File: config.mk
export PLATFORM = sky130hd
export DESIGN_NAME = sparse_act_encoder
export DESIGN_NICKNAME = d
export VERILOG_FILES = /design/src/rtl/sparse_pkg.sv /design/src/rtl/sparse_act_encoder_nz_pick.sv /design/src/rtl/sparse_act_encoder.sv
export SDC_FILE = /design/constraint.sdc
export NUM_CORES = 1
export LEC_CHECK = 0
export BUFFER_PORTS_ARGS = -buffer_cell sky130_fd_sc_hd__buf_2
export CORE_UTILIZATION = 40
export DETAILED_ROUTE_END_ITERATION = 8
export PLACE_DENSITY = 0.76
export SYNTH_ARGS = -nofsm -noshare
export SYNTH_HDL_FRONTEND = slang
export SYNTH_HIERARCHICAL = 1
export SYNTH_SLANG_ARGS = --single-unit
File: constraint.sdc
create_clock -name clk -period 2.6 [get_ports clk]
set_input_delay 0.26 -clock clk [delete_from_list [all_inputs] [get_ports clk]]
set_output_delay 0.26 -clock clk [all_outputs]
set_load 0.05 [all_outputs]
File: src/rtl/sparse_pkg.sv
// Shared types and default sizing for the sparse activation encoder.
package sparse_pkg;
    localparam int ACT_BW = 4;
    localparam int DEPTH  = 4;
    localparam int NZ     = 2;
    localparam int IDX_BW = $clog2(DEPTH);

    typedef logic [ACT_BW-1:0] act_t;
    typedef logic [IDX_BW-1:0] idx_t;

    typedef enum logic [0:0] {
        IDLE = 1'b0,
        EMIT = 1'b1
    } enc_state_e;
endpackage

File: src/rtl/sparse_act_encoder_nz_pick.sv
// Combinational pick of the lowest nz set mask bits into ascending slots,
// with the occupied-slot count and the mask left after those bits are taken.
module nz_pick
    import sparse_pkg::*;
#(
    parameter int bw    = ACT_BW,
    parameter int depth = DEPTH,
    parameter int nz    = NZ,
    localparam int idx_bw = $clog2(depth),
    localparam int cnt_bw = $clog2(nz + 1)
) (
    input  logic [depth-1:0]             mask,
    input  logic [depth-1:0][bw-1:0]     vec,
    output logic [nz-1:0][bw-1:0]        act,
    output logic [nz-1:0][idx_bw-1:0]    index,
    output logic [cnt_bw-1:0]            count,
    output logic [depth-1:0]             mask_clr
);

    int rank;

    // rank is the number of set bits below element i, i.e. the slot it lands in
    always_comb begin
        act      = '0;
        index    = '0;
        mask_clr = mask;
        rank     = 0;
        for (int i = 0; i < depth; i++) begin
            if (mask[i]) begin
                for (int s = 0; s < nz; s++) begin
                    if (rank == s) begin
                        act[s]   = vec[i];
                        index[s] = idx_bw'(i);
                    end
                end
                if (rank < nz) begin
                    mask_clr[i] = 1'b0;
                end
                rank = rank + 1;
            end
        end
        count = (rank < nz) ? cnt_bw'(rank) : cnt_bw'(nz);
    end

endmodule

File: src/rtl/sparse_act_encoder.sv
// Dense-to-sparse activation encoder: emits nonzeros as (value, index) packets.
// Define SPARSE_ACT_ENCODER_STATS_EN to add the nnz_total/vec_total counters.
module sparse_act_encoder
    import sparse_pkg::*;
#(
    parameter int bw    = ACT_BW,
    parameter int depth = DEPTH,
    parameter int nz    = NZ,
    localparam int idx_bw = $clog2(depth),
    localparam int cnt_bw = $clog2(nz + 1)
) (
    input  logic                          clk,
    input  logic                          reset,
    input  logic                          in_valid,
    output logic                          in_ready,
    input  logic [depth-1:0][bw-1:0]      in_act,
    output logic                          out_valid,
    input  logic                          out_ready,
    output logic [nz-1:0][bw-1:0]         out_act,
    output logic [nz-1:0][idx_bw-1:0]     out_index,
    output logic [cnt_bw-1:0]             out_count,
    output logic                          out_last
`ifdef SPARSE_ACT_ENCODER_STATS_EN
    ,
    output logic [31:0]                   nnz_total,
    output logic [31:0]                   vec_total
`endif
);

    localparam logic [0:0] ST_IDLE = IDLE;
    localparam logic [0:0] ST_EMIT = EMIT;

    logic [0:0]                   state;
    logic [depth-1:0][bw-1:0]     vec_q;
    logic [depth-1:0]             mask_q;

    logic [nz-1:0][bw-1:0]        pick_act;
    logic [nz-1:0][idx_bw-1:0]    pick_index;
    logic [cnt_bw-1:0]            pick_count;
    logic [depth-1:0]             mask_clr;
    logic                         emit;
    logic                         pick_last;

    nz_pick #(
        .bw    (bw),
        .depth (depth),
        .nz    (nz)
    ) u_pick (
        .mask     (mask_q),
        .vec      (vec_q),
        .act      (pick_act),
        .index    (pick_index),
        .count    (pick_count),
        .mask_clr (mask_clr)
    );

    // Nothing left after this pick means popcount(mask_q) <= nz
    assign pick_last = (mask_clr == '0);
    assign emit      = (state == ST_EMIT);

    always_ff @(posedge clk or posedge reset) begin
        if (reset) begin
            state  <= ST_IDLE;
            vec_q  <= '0;
            mask_q <= '0;
        end else begin
            case (state)
                ST_IDLE: begin
                    if (in_valid) begin
                        vec_q <= in_act;
                        for (int i = 0; i < depth; i++) begin
                            mask_q[i] <= (in_act[i] != '0);
                        end
                        state <= ST_EMIT;
                    end
                end
                default: begin
                    if (out_ready) begin
                        mask_q <= mask_clr;
                        if (pick_last) begin
                            state <= ST_IDLE;
                        end
                    end
                end
            endcase
        end
    end

    // Outputs are forced to zero outside EMIT so the idle bus is quiet
    assign in_ready  = !emit;
    assign out_valid = emit;
    assign out_act   = emit ? pick_act   : '0;
    assign out_index = emit ? pick_index : '0;
    assign out_count = emit ? pick_count : '0;
    assign out_last  = emit & pick_last;

`ifdef SPARSE_ACT_ENCODER_STATS_EN
    always_ff @(posedge clk or posedge reset) begin
        if (reset) begin
            nnz_total <= '0;
            vec_total <= '0;
        end else begin
            if (in_valid && in_ready) begin
                vec_total <= vec_total + 32'd1;
            end
            if (out_valid && out_ready) begin
                nnz_total <= nnz_total + 32'(out_count);
            end
        end
    end
`endif

endmodule

; ---- After elaboration in Yosys (flattened, before gate mapping)
; Index checks and enable logic that the tools add are counted.
[op_classes]
n_addsub = 3
n_bitwise = 2
reduce_logical = 12
mul = 0
n_eq_ne = 4
order_cmp = 4
shift = 0
div_mod_pow = 0
muxes = 40
[ops]
columns = operator, n
row1 = $logic_not A32 Y1, 3
row2 = $lt A32 B3 Y1 const B, 3
row3 = $mux W32, 3
row4 = $add A32 B2 Y32 const B, 2
row5 = $eq A32 B2 Y1 const B, 2
row6 = $mux W4, 14
row7 = $mux W8, 4
row8 = $reduce_bool A4 Y1, 4
row9 = $mux W1, 13
row10 = $mux W2, 6
row11 = $logic_not A4 Y1, 1
row12 = $reduce_and A2 Y1, 2
row13 = $add A1 B1 Y2 const B, 1
row14 = $lt A1 B2 Y1 const B, 1
row15 = $ne A2 B2 Y1 const B, 1
row16 = $reduce_bool A2 Y1, 1
row17 = $and A1 B1 Y1, 1
row18 = $eq A1 B1 Y1 const B, 1
row19 = $logic_not A1 Y1, 1
row20 = $not A1 Y1, 1
[word_totals]
latch_bits = 0
reg_bits = 21
in_bits = 20
out_inout_bits = 17
mem_bits_rw = 0
memories = 0
mem_bits_ro = 0

; ---- Logic depth before layout (Yosys ltp)
[depth]
depth_word = 12
ltp_mapped = 10

; ---- By module
; Netlist, hierarchy kept.
[by_module_without_submodules]
columns = module, area_each_um2, instances, cells_per_inst
row1 = sparse_act_encoder, 973.4, 1, 80
row2 = nz_pick, 574.3, 1, 71

; ---- Worst setup path after synthesis
; No wires, ideal clock.
[synth_path]
path_type = reg2out
startpoint = register mask_q[0]
endpoint = output out_act[4] (netlist bit)
slack_ps = -152
arrival_time_ps = 2492
n_path_buf = 1
path_stages_with_launch = 9
t_required_ps = 2340
path_cell_list = dfrtp_1 > clkbuf_1 > inv_1 > fa_1 > inv_1 > ha_1 > nand3_1 > mux2_2 > and2_1
[synth_lines]
columns = element, line
row1 = start: declaration, sparse_act_encoder.sv:35  ; logic [depth-1:0] mask_q;
row2 = start signal: indexed assignment, sparse_act_encoder.sv:72  ; mask_q[i] <= (in_act[i] != '0);
row3 = start signal: assignment, sparse_act_encoder.sv:79  ; mask_q <= mask_clr;
row4 = end: declaration, sparse_act_encoder.sv:19  ; output logic [nz-1:0][bw-1:0] out_act,

==> results.py <==
metrics = {
    "worst_hold_path": {
        "min_path_type": "in -> async",
    },
    "clocking": {
        "clk_path_buf_depth": 2,
        "htreeDepth": 1,
        "numCtsBuffers": 3,
        "clk_pin_slew_ps": 80,
        "tritoncts": "done",
        "cts-root-buf": "clkbuf_8",
        "cts_sinks": 21,
        "clk_latency_ps": 260,
        "cts_hold_buf": 0,
    },
    "sta": {
        "setup_ws_ps": -32.2,
        "slew_headroom": 0.465,
        "tightest_slew_ps": 801,
        "setup_viol": 4,
        "fin_crit_sh": 1.01,
        "rsz0062_at_grt": "yes",
        "finalCriticalPeriod_ps": 2630,
        "hold_violations": 0,
        "setup_tns_ps": -120,
        "whs_ps": 135,
        "final_max_slew_viol_count": 0,
        "max_freq_ghz": 0.380,
        "fin_skew_ps": 0.997,
    },
    "run_status": {
        "violations": "negative setup slack",
        "status": "finished, violations left",
    },
    "logic_synthesis": {
        "netlist.area_leader.share": 0.340,
        "syn_avg_cell_area_um2": 10.2,
        "synth_top_cells_by_area": "dfrtp_1, mux2_2, and2_1",
        "syn_inst": 151,
        "yosysTopAreaCell": "dfrtp_1",
        "synth_cell_type_count": 35,
        "ys_ff_latch": 21,
        "yosys_warnings": 6,
        "yosysSeqAreaShare": 0.340,
        "synth_area_um2": 1550,
    },
    "pwr": {
        "p_leak_uw": 0.000964,
        "powerDensity_nw_per_um2": 1090,
        "power.total_uw": 2230,
        "ir_drop_v": 0.000573,
    },
    "critical_path": {
        "rr_startpoint": "out_valid$_DFF_PP0_",
        "start_kind": "flop",
        "crit_required_ps": 2340,
        "crit_fanout": 6,
        "critical_path_class": "reg -> out",
        "regToRegSetupSlack_ps": 900,
        "crit_arrival_ps": 2370,
        "critPathMaxStageDelay_ps": 580,
        "worst_setup_path_end_kind": "primary output",
        "ff2ff_path_depth": 4,
        "slowest_stage": "fa_1",
        "r2r-end": "mask_q[3]$_DFFE_PP0P_",
        "cp_cell_sequence": "inv_2 -> fa_1 -> buf_4 -> ha_4 -> and3_4 -> mux2_4 -> and2_4 -> buf_8",
    },
    "place": {
        "dp_cells": 230,
        "place_congestion": 0.789,
        "port_buffers": 36,
        "hpwl_um": 2660,
    },
    "route": {
        "vias": 1330,
        "wl_per_cell_um": 15.2,
        "dr.pass1.iters": 4,
        "antenna_left": 0,
        "wl_um": 3690,
        "highest_layer": "met4",
        "wl_met1_um": 1740,
        "wl_met2_um": 1750,
        "met3WireLength_um": 160,
        "drc": 0,
        "vias_per_cell": 5.50,
        "drt-initial-drc-count": 32,
    },
    "global_route": {
        "overflow": 0,
        "antenna_found_initial": 0,
        "grt_pass1_vias": 1262,
        "grt_pass1_wl_um": 6090,
        "grt_use_total": 0.192,
        "grt_max_degree": 30,
    },
    "run": {
        "cap_violations": 0,
    },
    "floorplanning": {
        "coreArea_um2": 3690,
        "fp.dieW_um": 64.2,
        "die_h_um": 64.2,
        "row_count": 22,
        "io_pins": 37,
        "die_area_um2": 4120,
        "start_util": 0.420,
    },
    "cells_and_area": {
        "area_delta_synth_final_pct": 32.0,
        "nFillCells": 348,
        "stdcell_count": 242,
        "nNetsFinal": 223,
        "drive_gt1_frac": 0.531,
        "antennaDiodeCount": 0,
        "final_cell_mix": "buf_2, dfrtp_1, mux2_2",
        "final_common_cell": "buf_2",
        "fin_util": 0.554,
    },
}
[metrics by stage]
step / setup WS, ps / cell area (um^2)
2_1_floorplan: 17.2 / 1560
3_3_place_gp: 97.7 / 1760
3_5_place_dp: 34.5 / 1760
4_1_cts: 9.92 / 1920
5_1_grt: -97.6 / 2040
6_report: -32.2 / 2040
[power by group]
group | internal, uW | switching, uW
Sequential | 444 | 115
Combinational | 679 | 770
Clock | 107 | 110
[critical path: cells and delay by family, from the launching register on]
kind	cells	cell delay [ps]
DFF	1	370
muxes	1	300
and+or+nand+nor	2	380
adders and majority gates	2	700
buffers and inverters	3	350
[what timing repair did]
item                       CTS  global route
resized for setup           28            25
setup buffers                4             4
setup endpoints to repair   13            12
pin swaps                    1             2
[sequential cells by signal, summed over array words and instances, names as in the netlist]
name and flops:
mask_q 4, vec_q 16, out_valid 1
[area by class of cell]
type                    count  area, um^2  share of cell area
clock buffers               3        41.3              0.0202
multi-input cells         113        1030               0.504
flip-flops and latches     21         526               0.257
clock inverters             1        5.00             0.00245
well taps                  48        60.1              0.0294
repair buffers             49         355               0.174
inverters                   7        26.3              0.0129
[cell families (layout without fill, tap and decap cells)]
group / Yosys count / count (layout) / share of synthesized area
AOI/OAI and AO/OA: 27 / 27 / 0.137
xor gates and xnor gates: 1 / 1 / 0.00566
adders and majority gates: 8 / 8 / 0.0695
buffers and inverters: 18 / 60 / 0.0622
DFF: 21 / 21 / 0.340
muxes: 25 / 25 / 0.191
other: 1 / 2 / 0.00242
and+or+nand+nor: 50 / 50 / 0.193
[worst max path at each step]
| stage | slack (ps) | to | cells past startpoint | start |
|---|---|---|---|---|
| finish | -30 | out_act[2] | 8 | mask_q[0]$_DFFE_PP0P_ |
| global route | -100 | out_act[2] | 8 | mask_q[0]$_DFFE_PP0P_ |
| CTS | 10 | out_act[2] | 8 | mask_q[2]$_DFFE_PP0P_ |
| detailed placement | 30 | out_act[5] | 8 | mask_q[0]$_DFFE_PP0P_ |
| global placement | 100 | out_act[0] | 10 | mask_q[0]$_DFFE_PP0P_ |
| floorplan | 20 | out_act[4] | 8 | mask_q[0]$_DFFE_PP0P_ |
[metal layers]
layer / GRT usage / up-vias
met4: 0.0583 / 0
met2: 0.307 / 40
li1: - / 634
met1: 0.271 / 650
met3: 0.0214 / 6
met5: 0 / -
[synth_stat cells]
cell type	count
a22oi_1	4
conb_1	1
o21ai_0	2
dfrtp_1	21
mux2_2	20
buf_2	2
a2bb2oi_1	5
nand3b_1	4
nand3_1	2
and2_1	16
and3_1	5
o32ai_1	1
o211ai_1	1
nand2_1	6
or4_1	4
clkbuf_1	4
mux2_4	4
nor2_1	5
a31oi_1	5
buf_4	3
mux2i_1	1
nor2b_2	1
o2bb2ai_1	4
a41o_1	4
a21oi_1	1
buf_6	2
fa_1	1
nand3_2	1
nor4_1	1
ha_1	7
inv_1	7
xnor2_1	1
nand2b_1	2
or2_2	1
nor2b_1	2
No activity file was read; power rests on OpenSTA's default activity.
